[src/rtl/signed_divider_nr.sv]
// signed_divider_nr: sequential signed 8-bit divider, non-restoring,
// one quotient bit per clock, truncating quotient, remainder follows dividend.
module signed_divider_nr (
    input  logic       clk,
    input  logic       rst,
    input  logic       start,
    input  logic [7:0] dividend,
    input  logic [7:0] divisor,
    output logic [7:0] quotient,
    output logic [7:0] remainder,
    output logic       busy,
    output logic       done,
    output logic       div_by_zero,
    output logic       overflow
);

    typedef enum logic [1:0] {S_IDLE, S_CALC, S_FIX, S_DONE} state_t;

    state_t      r_state, w_next;
    logic [7:0]  r_q;       // dividend magnitude shifting out, quotient bits shifting in
    logic [8:0]  r_rem;     // signed partial remainder
    logic [8:0]  r_dvs;     // divisor magnitude (128 fits because bit 8 is zero)
    logic [7:0]  r_dvd;     // raw dividend, needed for the divide-by-zero remainder
    logic [2:0]  r_cnt;
    logic        r_sign_q, r_sign_r, r_dz, r_ov;
    logic [7:0]  r_qres, r_rres;

    logic [7:0]  w_dvd_mag, w_dvs_mag, w_rfix;
    logic [8:0]  w_shr, w_iter;

    // Operand magnitudes; -128 maps to 8'h80 which reads as 128 unsigned.
    assign w_dvd_mag = dividend[7] ? (~dividend + 8'd1) : dividend;
    assign w_dvs_mag = divisor[7]  ? (~divisor  + 8'd1) : divisor;

    // One non-restoring step: shift {R,Q} left, then add or subtract by sign of R.
    assign w_shr  = {r_rem[7:0], r_q[7]};
    assign w_iter = r_rem[8] ? (w_shr + r_dvs) : (w_shr - r_dvs);

    // Final restore of a negative remainder; result is in [0,|divisor|) so 8 bits suffice.
    assign w_rfix = r_rem[8] ? 8'(r_rem + r_dvs) : r_rem[7:0];

    // State register.
    always_ff @(posedge clk or posedge rst) begin
        if (rst) r_state <= S_IDLE;
        else     r_state <= w_next;
    end

    // Next-state logic.
    always_comb begin
        w_next = r_state;
        case (r_state)
            S_IDLE:  if (start) w_next = S_CALC;
            S_CALC:  if (r_cnt == 3'd0) w_next = S_FIX;
            S_FIX:   w_next = S_DONE;
            S_DONE:  w_next = S_IDLE;
            default: w_next = S_IDLE;
        endcase
    end

    // Datapath and registered outputs; results publish only when DONE is left.
    always_ff @(posedge clk or posedge rst) begin
        if (rst) begin
            r_q <= '0; r_rem <= '0; r_dvs <= '0; r_dvd <= '0; r_cnt <= '0;
            r_sign_q <= 1'b0; r_sign_r <= 1'b0; r_dz <= 1'b0; r_ov <= 1'b0;
            r_qres <= '0; r_rres <= '0;
            quotient <= '0; remainder <= '0; busy <= 1'b0; done <= 1'b0;
            div_by_zero <= 1'b0; overflow <= 1'b0;
        end else begin
            done <= 1'b0;
            case (r_state)
                S_IDLE: if (start) begin
                    r_q      <= w_dvd_mag;
                    r_dvs    <= {1'b0, w_dvs_mag};
                    r_dvd    <= dividend;
                    r_rem    <= '0;
                    r_cnt    <= 3'd7;
                    r_sign_q <= dividend[7] ^ divisor[7];
                    r_sign_r <= dividend[7];
                    r_dz     <= (divisor == 8'h00);
                    r_ov     <= (dividend == 8'h80) && (divisor == 8'hFF);
                    busy     <= 1'b1;
                end
                S_CALC: begin
                    r_rem <= w_iter;
                    r_q   <= {r_q[6:0], ~w_iter[8]};
                    r_cnt <= r_cnt - 3'd1;
                end
                S_FIX: begin
                    // Special cases override the datapath so latency stays uniform.
                    if (r_dz) begin
                        r_qres <= 8'hFF;
                        r_rres <= r_dvd;
                    end else if (r_ov) begin
                        r_qres <= 8'h80;
                        r_rres <= 8'h00;
                    end else begin
                        r_qres <= r_sign_q ? (~r_q + 8'd1) : r_q;
                        r_rres <= r_sign_r ? (~w_rfix + 8'd1) : w_rfix;
                    end
                end
                S_DONE: begin
                    quotient    <= r_qres;
                    remainder   <= r_rres;
                    div_by_zero <= r_dz;
                    overflow    <= r_ov;
                    done        <= 1'b1;
                    busy        <= 1'b0;
                end
                default: ;
            endcase
        end
    end

endmodule

[config.mk]
export PLATFORM = sky130hd
export DESIGN_NAME = signed_divider_nr
export DESIGN_NICKNAME = d
export VERILOG_FILES = /design/src/rtl/signed_divider_nr.sv
export SDC_FILE = /design/constraint.sdc
export NUM_CORES = 1
export LEC_CHECK = 0
export ABC_AREA = 1
export CAP_MARGIN = 30
export CORE_MARGIN = 10
export CORE_UTILIZATION = 40
export DETAILED_ROUTE_END_ITERATION = 10
export HOLD_SLACK_MARGIN = 0.05
export PLACE_DENSITY = 0.71
export SYNTH_ARGS = -nofsm -noshare
export SYNTH_HDL_FRONTEND = slang
export SYNTH_SLANG_ARGS = --single-unit
[constraint.sdc]
create_clock -name clk -period 3.3 [get_ports clk]
set_clock_uncertainty 0.15 [all_clocks]
set_input_delay 0.495 -clock clk [delete_from_list [all_inputs] [get_ports clk]]
set_output_delay 0.495 -clock clk [all_outputs]
set_load 0.05 [all_outputs]
Word-level counts from Yosys, hierarchy flattened. Cells that the tools add are included.

Logic and storage cells: 71. Bits in registers: 78. Output and inout bits: 20. Input bits: 19.

Muxes and demuxes: 22. Reduce and logical (&&, ||, !) cells: 10. Equality and inequality tests: 7. Add/subtract/negate cells: 8. Bitwise operators: 6.

Operators with widths (number): $mux W8 (10); $add A8 B1 Y8 const B (4); $not A8 Y8 (4); $mux W9 (2); $pmux W9 S2 (1); $eq A8 B8 Y1 const B (2); $pmux W8 S2 (1); $add A9 B8 Y9 (1); $sub A9 B8 Y9 (1); $add A8 B8 Y8 (1); $logic_not A8 Y1 (1); $pmux W2 S4 (1); $reduce_and A2 Y1 (4); $pmux W3 S2 (1); $eq A2 B2 Y1 const B (2); $mux W2 (2); $ne A2 B2 Y1 const B (2); $reduce_bool A2 Y1 (2); $logic_not A3 Y1 (1); $mux W3 (1); $sub A3 B1 Y3 const B (1); $eq A2 B1 Y1 const B (1); $logic_not A2 Y1 (1); $mux W1 (2); other kinds (4) (4).

Depth between registers and ports, before layout. Gate-level depths: netlist (run 1).

Depth after elaboration: 7. Gate-level depth with buffers: 15. Mapped depth without buffers: 14.

Worst setup path before layout (run 1). Ideal clock, no wire load.

Kind: register to register. Start: reg r_dvs[1]. End: reg r_rem[6]. Arrival: 2.228 ns. Path buffers: 0. Stages on the path, launching flop included: 14. Setup time: 0.128 ns. Period minus slack after synthesis: 2.505 ns. Required time: 3.022 ns. Path slack: 0.795 ns. Cell sequence: dfrtp_1 -> inv_1 -> ha_1 -> inv_1 -> o21ai_0 -> inv_1 -> fa_1 -> o21ai_0 -> nand2_1 -> nand2_1 -> a21oi_1 -> o21ai_0 -> a21oi_1 -> o21bai_1.

Cells in the longest elaborated chain, start to end: 3.

RTL lines: start, declared (line 22) `logic [8:0] r_dvs;`; start signal, assigned (line 73) `r_dvs <= {1'b0, w_dvs_mag};`; $sub A9 B8 Y9 or $add A9 B8 Y9 (tied branches) (line 37) `assign w_iter = r_rem[8] ? (w_shr + r_dvs) : (w_shr - r_dvs);`; $mux W9 (*) (line 37); $pmux W9 S2 (*) (line 70) `case (r_state)`; end signal, assigned (line 84) `r_rem <= w_iter;`; end, declared (line 21) `logic [8:0] r_rem;`.

Every way passes the cells marked *; elsewhere a longest branch is shown, timed or not. A chain may end at the register's enable or synchronous reset.

Worst setup path in the final report (run 1).
Start: reg r_dvs[0]. End: reg r_rem[6].

Same word-level chain as after synthesis.

==> run metrics, run 1 <==
CTS tree=built; RSZ-0062 raised after global routing=false; 1st-iter DRT viols=between 300 and 400; DR WL/cell=between 10 and 15 um; clock sink count=77; Synth Area per Inst=approximately 7.6 um^2; Data arrival, critical path=2.80 ns; hpwl dp=around 9.0 mm; Tmin final=2.733 ns; worst-margin pin slew=0.7409 ns; CTS buffer count=9; Post-Synth XOR/XNOR Area=0.02423; Syn Nets=664; initial core utilization=0.4097; crit start category=flop; drt pass-1 iters=7; largest area contributor in the netlist=dfrtp_1; most common cell after layout, fill and taps aside=nand2_1; overflow left after global routing=0; FF+latch count, synth=77; run status=finished clean; Cell Chain, Critical Path=inv_1 > ha_1 > inv_1 > o21ai_0 > inv_1 > fa_1 > o21ai_0 > nand2_1 > nand2_1 > a21oi_1 > o21ai_0 > a21oi_1 > o21bai_1; via/cell ratio=about 5.3; area grow syn2layout=17.52%; crit-path leading delay family=compound AO/OA/AOI/OAI gates; clock latency on the worst-skew pair=approximately 0.34 ns; slowest stage delay, CP=0.43 ns; PostCTS Resize Cnt=0; first-pass GRT wire length=19.68 mm; Bufs on Longest Clock Path=2; Lkg Pwr=between 2 and 3 nW; PwrDens=~1100 nW/um^2; routed wire length=between 10 and 15 mm; NumNets Final=between 700 and 800; final worst setup slack=0.5674 ns; Max VDD drop=a little under 0.5 mV; Rel. slew slack=0.5055; H-tree depth=3; n_diodes=0; crit path kind=flop to flop; WP buf/inv=3; IO Pins=39; # fillers=~1100; Cells after Synth=a little over 600; Root Driver=clkbuf_16; mux cell area share after synthesis=0; multi-input logic area=2331 um^2; DRC errors left=0; commonest cells after routing, fill and taps aside=149 x nand2_1, 88 x inv_1, 77 x dfrtp_1, 60 x o21ai_0; DRT antenna net count=0; Die Wd=between 100 and 150 um; post-synthesis simple-gate area fraction=0.2277; die area=between 15000 and 20000 um^2; hold_buf cts=0; EDFF count, synth=0; top_reg_cell synth=dfrtp_1; core area=roughly 11000 um^2; number of max-cap violations=0; largest net degree at the start of global routing=34; PortBufs=38; die height=128.4 um; Crit-path slowest cell=dfrtp_1; critical path required time=~3.4 ns; compound-cell area share of the yosys netlist=0.1638; Mapped Area=about 4700 um^2; vias after detailed routing=roughly 4200; Synth cell types=36; post-synthesis adder-cell area fraction=0.08043; Area contributors post-synth=dfrtp_1 41%, nand2_1 12%, ha_1 7.2%, inv_1 7.1%, o21ai_0 6.5%; final setup fails=0; pre-CTS setup slack=0.6151 ns; worst hold path class=flop to flop; clock-pin slew on the worst setup and hold paths=0.07 ns; Rows=39; sequential element share of the synthesized area=0.4101; share of the synthesized area in the top cell type=0.4101; Fmax achieved=between 0.3 and 0.4 GHz; Ys Warns=0; period utilisation layout=0.8281; ratio of cells with drive above 1 in the final layout=0.05775; Final Max Slew Viols=0; # Post-CTS Setup Buffers=0; Pwr Total=about 6.2 mW; initial antenna violation count=0; vias in the first global route=4066; gpl congestion=about 0.88; sequential cell area=1927 um^2; Fin. Hold Viols=0; Critical Path End Type=flop; GRT Total Usage=0.1440; async set-reset flop share out of synthesis=1.000; Setup TNS Final=0 ns; crit path max fanout=5; largest family of logic cells by synthesized area=simple AND/OR/NAND/NOR gates
synth_stat cells (all sizes together) (2+ instances only):
cell type and instances:
a21oi 39, a22oi 9, a31oi 2, buf 4, clkbuf 17, dfrtp 77
fa 2, ha 27, inv 90, nand2 152, nand3 39, nand3b 3
nand4 5, nor2 40, nor3 8, nor4 2, o211ai 6, o21ai 63
o221ai 2, o22ai 9, o41ai 2, xnor2 5, xor2 8
tightest hold or removal path: stages (launching register included):
cell,delay (ns)
dfrtp_1,0.34
nand2_1,0.05
nand2_1,0.04
through the flow:
stage | cells | instance area, um^2 | utilization | hold slack (ns)
after detailed placement | 785 | 5229 | 0.4560 | 0.3083
after global routing | 801 | 5522 | 0.4815 | 0.3513
final | 801 | 5522 | 0.4815 | 0.3188
after CTS | 801 | 5522 | 0.4815 | 0.3244
after floorplan | 616 | 4698 | - | 0.2991
after global placement | 785 | 5229 | 0.4560 | 0.3064
state kept, by name (all words and copies together), names as in the netlist:
name	cells
r_rem	9
quotient	8
r_dvd	8
r_dvs	8
r_q	8
r_qres	8
r_rres	8
remainder	8
r_cnt	3
r_state	2
busy	1
div_by_zero	1
done	1
overflow	1
r_dz	1
r_ov	1
r_sign_q	1
logic make-up (layout without fill, tap and decap cells):
| family | count (synthesis) | after routing |
|---|---|---|
| AND/OR/NAND/NOR | 249 | 249 |
| adder cells (fa/ha/maj) | 29 | 29 |
| buffers and inverters | 112 | 154 |
| flip-flops | 77 | 77 |
| AO/OA/AOI/OAI | 136 | 136 |
| XOR/XNOR | 13 | 13 |
report_power, final:
part	switching, mW	internal [mW]
registers	0.351	1.38
clock network	0.446	0.527
logic	2.28	1.25
routing by layer:
layer	up-vias	share of wire	GRT usage
li1	2099	-	-
met5	-	0	0
met3	15	0.056	0.02957
met2	135	0.45	0.2217
met1	1960	0.48	0.1980
met4	0	0.015	0.04636
area by class of cell:
type                    instances  area share
inverters                      91     0.06232
flip-flops and latches         77      0.3490
well taps                     143     0.03240
clock inverters                 7     0.01224
repair buffers                 47     0.08112
clock buffers                   9     0.04079
multi-input cells             427      0.4222
worst paths after layout:
path | slack (ns) | endpoint | cells after the start | from
hold reg to reg | 0.32 | remainder[6]$_DFFE_PP0P_ | 2 | remainder[6]$_DFFE_PP0P_
max in group asynchronous | 1.89 | r_q[6]$_DFFE_PP0P_ | 3 | rst
setup reg to reg | 0.57 | r_rem[6]$_DFFE_PP0P_ | 13 | r_dvs[0]$_DFFE_PP0P_
min in group asynchronous | 0.43 | quotient[4]$_DFFE_PP0P_ | 2 | rst
setup / recovery | 0.57 | r_rem[6]$_DFFE_PP0P_ | 13 | r_dvs[0]$_DFFE_PP0P_
hold / removal | 0.32 | remainder[6]$_DFFE_PP0P_ | 2 | remainder[6]$_DFFE_PP0P_
No activity file was read; power rests on OpenSTA's default activity.
==> run 2: changes to the inputs <==
==> constraint.sdc (replaced) <==
create_clock -name clk -period 2.8 [get_ports clk]
set_clock_uncertainty 0.15 [all_clocks]
set_input_delay 0.42 -clock clk [delete_from_list [all_inputs] [get_ports clk]]
set_output_delay 0.42 -clock clk [all_outputs]
set_load 0.05 [all_outputs]
==> run metrics, run 2 (synthesized netlist as in run 1, its figures left out) <==
run status=finished clean; largest net degree at the start of global routing=37 (+8.8%); Pwr Total=7.432 mW (+19%); DR WL/cell=14.92 um (+1.6%); clock latency on the worst-skew pair=0.34 ns (about the same); initial core utilization=0.4097 (unchanged); first-pass GRT wire length=19.83 mm (+0.77%); Rows=39 (unchanged); clock-pin slew on the worst setup and hold paths=0.07 ns (about the same); NumNets Final=700 (-0.14%); Data arrival, critical path=2.66 ns (-0.14 ns); Final Non-Filler Cells=800 (-0.12%); worst hold path class=input pin to async pin; Setup TNS Final=0 ns (unchanged); r2r worst-path depth=12 (-1); Fin. Hold Viols=0 (unchanged); max reg flops=9 (unchanged); WP buf/inv=1 (-2); Crit-path slowest cell=dfrtp_2; RSZ-0062 raised after global routing=false; period utilisation layout=0.9274 (+0.09931); DRC errors left=0 (unchanged); 1st-iter DRT viols=297 (-18%); Fmax achieved=0.3851 GHz (+5.2%); IO Pins=39 (unchanged); vias after detailed routing=4253 (+1.0%); crit start category=flop; drt pass-1 iters=5 (-2); Die Wd=128.4 um (unchanged); number of max-cap violations=0 (unchanged); critical path required time=2.86 ns (-0.51 ns); Critical Path End Type=flop; ratio of cells with drive above 1 in the final layout=0.06393 (+0.006176); via/cell ratio=5.316 (+1.2%); Max VDD drop=0.5756 mV (+18%); PortBufs=38 (unchanged); stages on the worst setup path=12 (-1); final setup fails=0 (unchanged); hpwl dp=9.085 mm (+0.81%); H-tree depth=3 (unchanged); overflow left after global routing=0 (unchanged); CTS buffer count=9 (unchanged); core area=11470 um^2 (unchanged); commonest cells after routing, fill and taps aside=149 x nand2_1, 88 x inv_1, 75 x dfrtp_1, 56 x o21ai_0; Top reg by flops=r_rem; clock sink count=77 (unchanged); hold_buf cts=0 (unchanged); Root Driver=clkbuf_16; Final Max Slew Viols=0 (unchanged); Final Cell Area=5563 um^2 (+0.75%); die height=128.4 um (unchanged); routed wire length=11.93 mm (+1.5%); area grow syn2layout=18.40%; Cell Chain, Critical Path=inv_1 > ha_1 > nand2_1 > nor2_1 > nor2_1 > xor2_1 > ha_1 > a21oi_1 > o311ai_0 > nand2_1 > nand2_1 > o22ai_1; most common cell after layout, fill and taps aside=nand2_1; Tmin final=2.597 ns (-0.1359 ns); crit path max fanout=6 (+1); crit-path leading delay family=adder cells; crit path kind=flop to flop; Final Util=0.4851 (+0.003600); Lkg Pwr=2.728 nW (+0.56%); slowest stage delay, CP=0.45 ns (+0.02 ns); pre-CTS setup slack=0.03982 ns (-0.5753 ns); Area after DPL=5246 um^2 (+0.34%); final worst setup slack=0.2034 ns (-0.3641 ns); die area=16480 um^2 (unchanged); worst-margin pin slew=0.7610 ns (+0.02005 ns); CTS tree=built; # fillers=1115 (+2.0%); Rel. slew slack=0.4921 (-0.01338); Most common cell on crit path=nand2_1; vias in the first global route=4084 (+0.44%); gpl congestion=0.8998 (+2.0%); WHS=0.2746 ns (-0.04418 ns); Bufs on Longest Clock Path=2 (unchanged); initial antenna violation count=0 (unchanged); DP Cell Count=784 (-0.13%); DRT antenna net count=0 (unchanged); GRT Total Usage=0.1439 (about the same); n_diodes=0 (unchanged); PwrDens=1336 nW/um^2 (+18%)
==> run 2: path summary, 6_finish.rpt <==
check,slack (ns),start,end
worst min register to register,0.32,remainder[6]$_DFFE_PP0P_,remainder[6]$_DFFE_PP0P_
worst max register to register,0.20,r_dvs[1]$_DFFE_PP0P_,r_rem[7]$_DFFE_PP0P_
min in group clk,0.32,remainder[6]$_DFFE_PP0P_,remainder[6]$_DFFE_PP0P_
max in group asynchronous,1.46,rst,r_dvs[1]$_DFFE_PP0P_
worst max-delay path,0.20,r_dvs[1]$_DFFE_PP0P_,r_rem[7]$_DFFE_PP0P_
worst min-delay path,0.27,rst,quotient[6]$_DFFE_PP0P_
==> run 2: power by group <==
group | internal [mW] | total (mW) | switching (mW)
Clock | 0.623 | 1.16 | 0.540
Sequential | 1.63 | 2.06 | 0.436
Combinational | 1.50 | 4.21 | 2.70
==> run 2: final cells by class <==
type | count | area [um^2] | share of cell area
Multi-Input combinational cell | 427 | 2356 | 0.4235
Sequential cell | 77 | 1929 | 0.3468
Timing Repair Buffer | 46 | 465.4 | 0.08367
Inverter | 91 | 344.1 | 0.06185
Clock buffer | 9 | 225.2 | 0.04049
Tap cell | 143 | 178.9 | 0.03216
Clock inverter | 7 | 63.81 | 0.01147
==> run 2: routing by layer <==
layer,wire [um],vias to the layer above,global-route usage
met3,663,11,0.02669
met4,119,0,0.03510
met5,0,-,0
met1,5676,2016,0.1994
met2,5476,134,0.2267
li1,-,2092,-
==> run 2: timing repair <==
| action | 4_1_cts | 5_1_grt |
|---|---|---|
| setup endpoints to repair | 0 | 4 |
| buffers inserted | 0 | 0 |
| resized for setup | 0 | 10 |
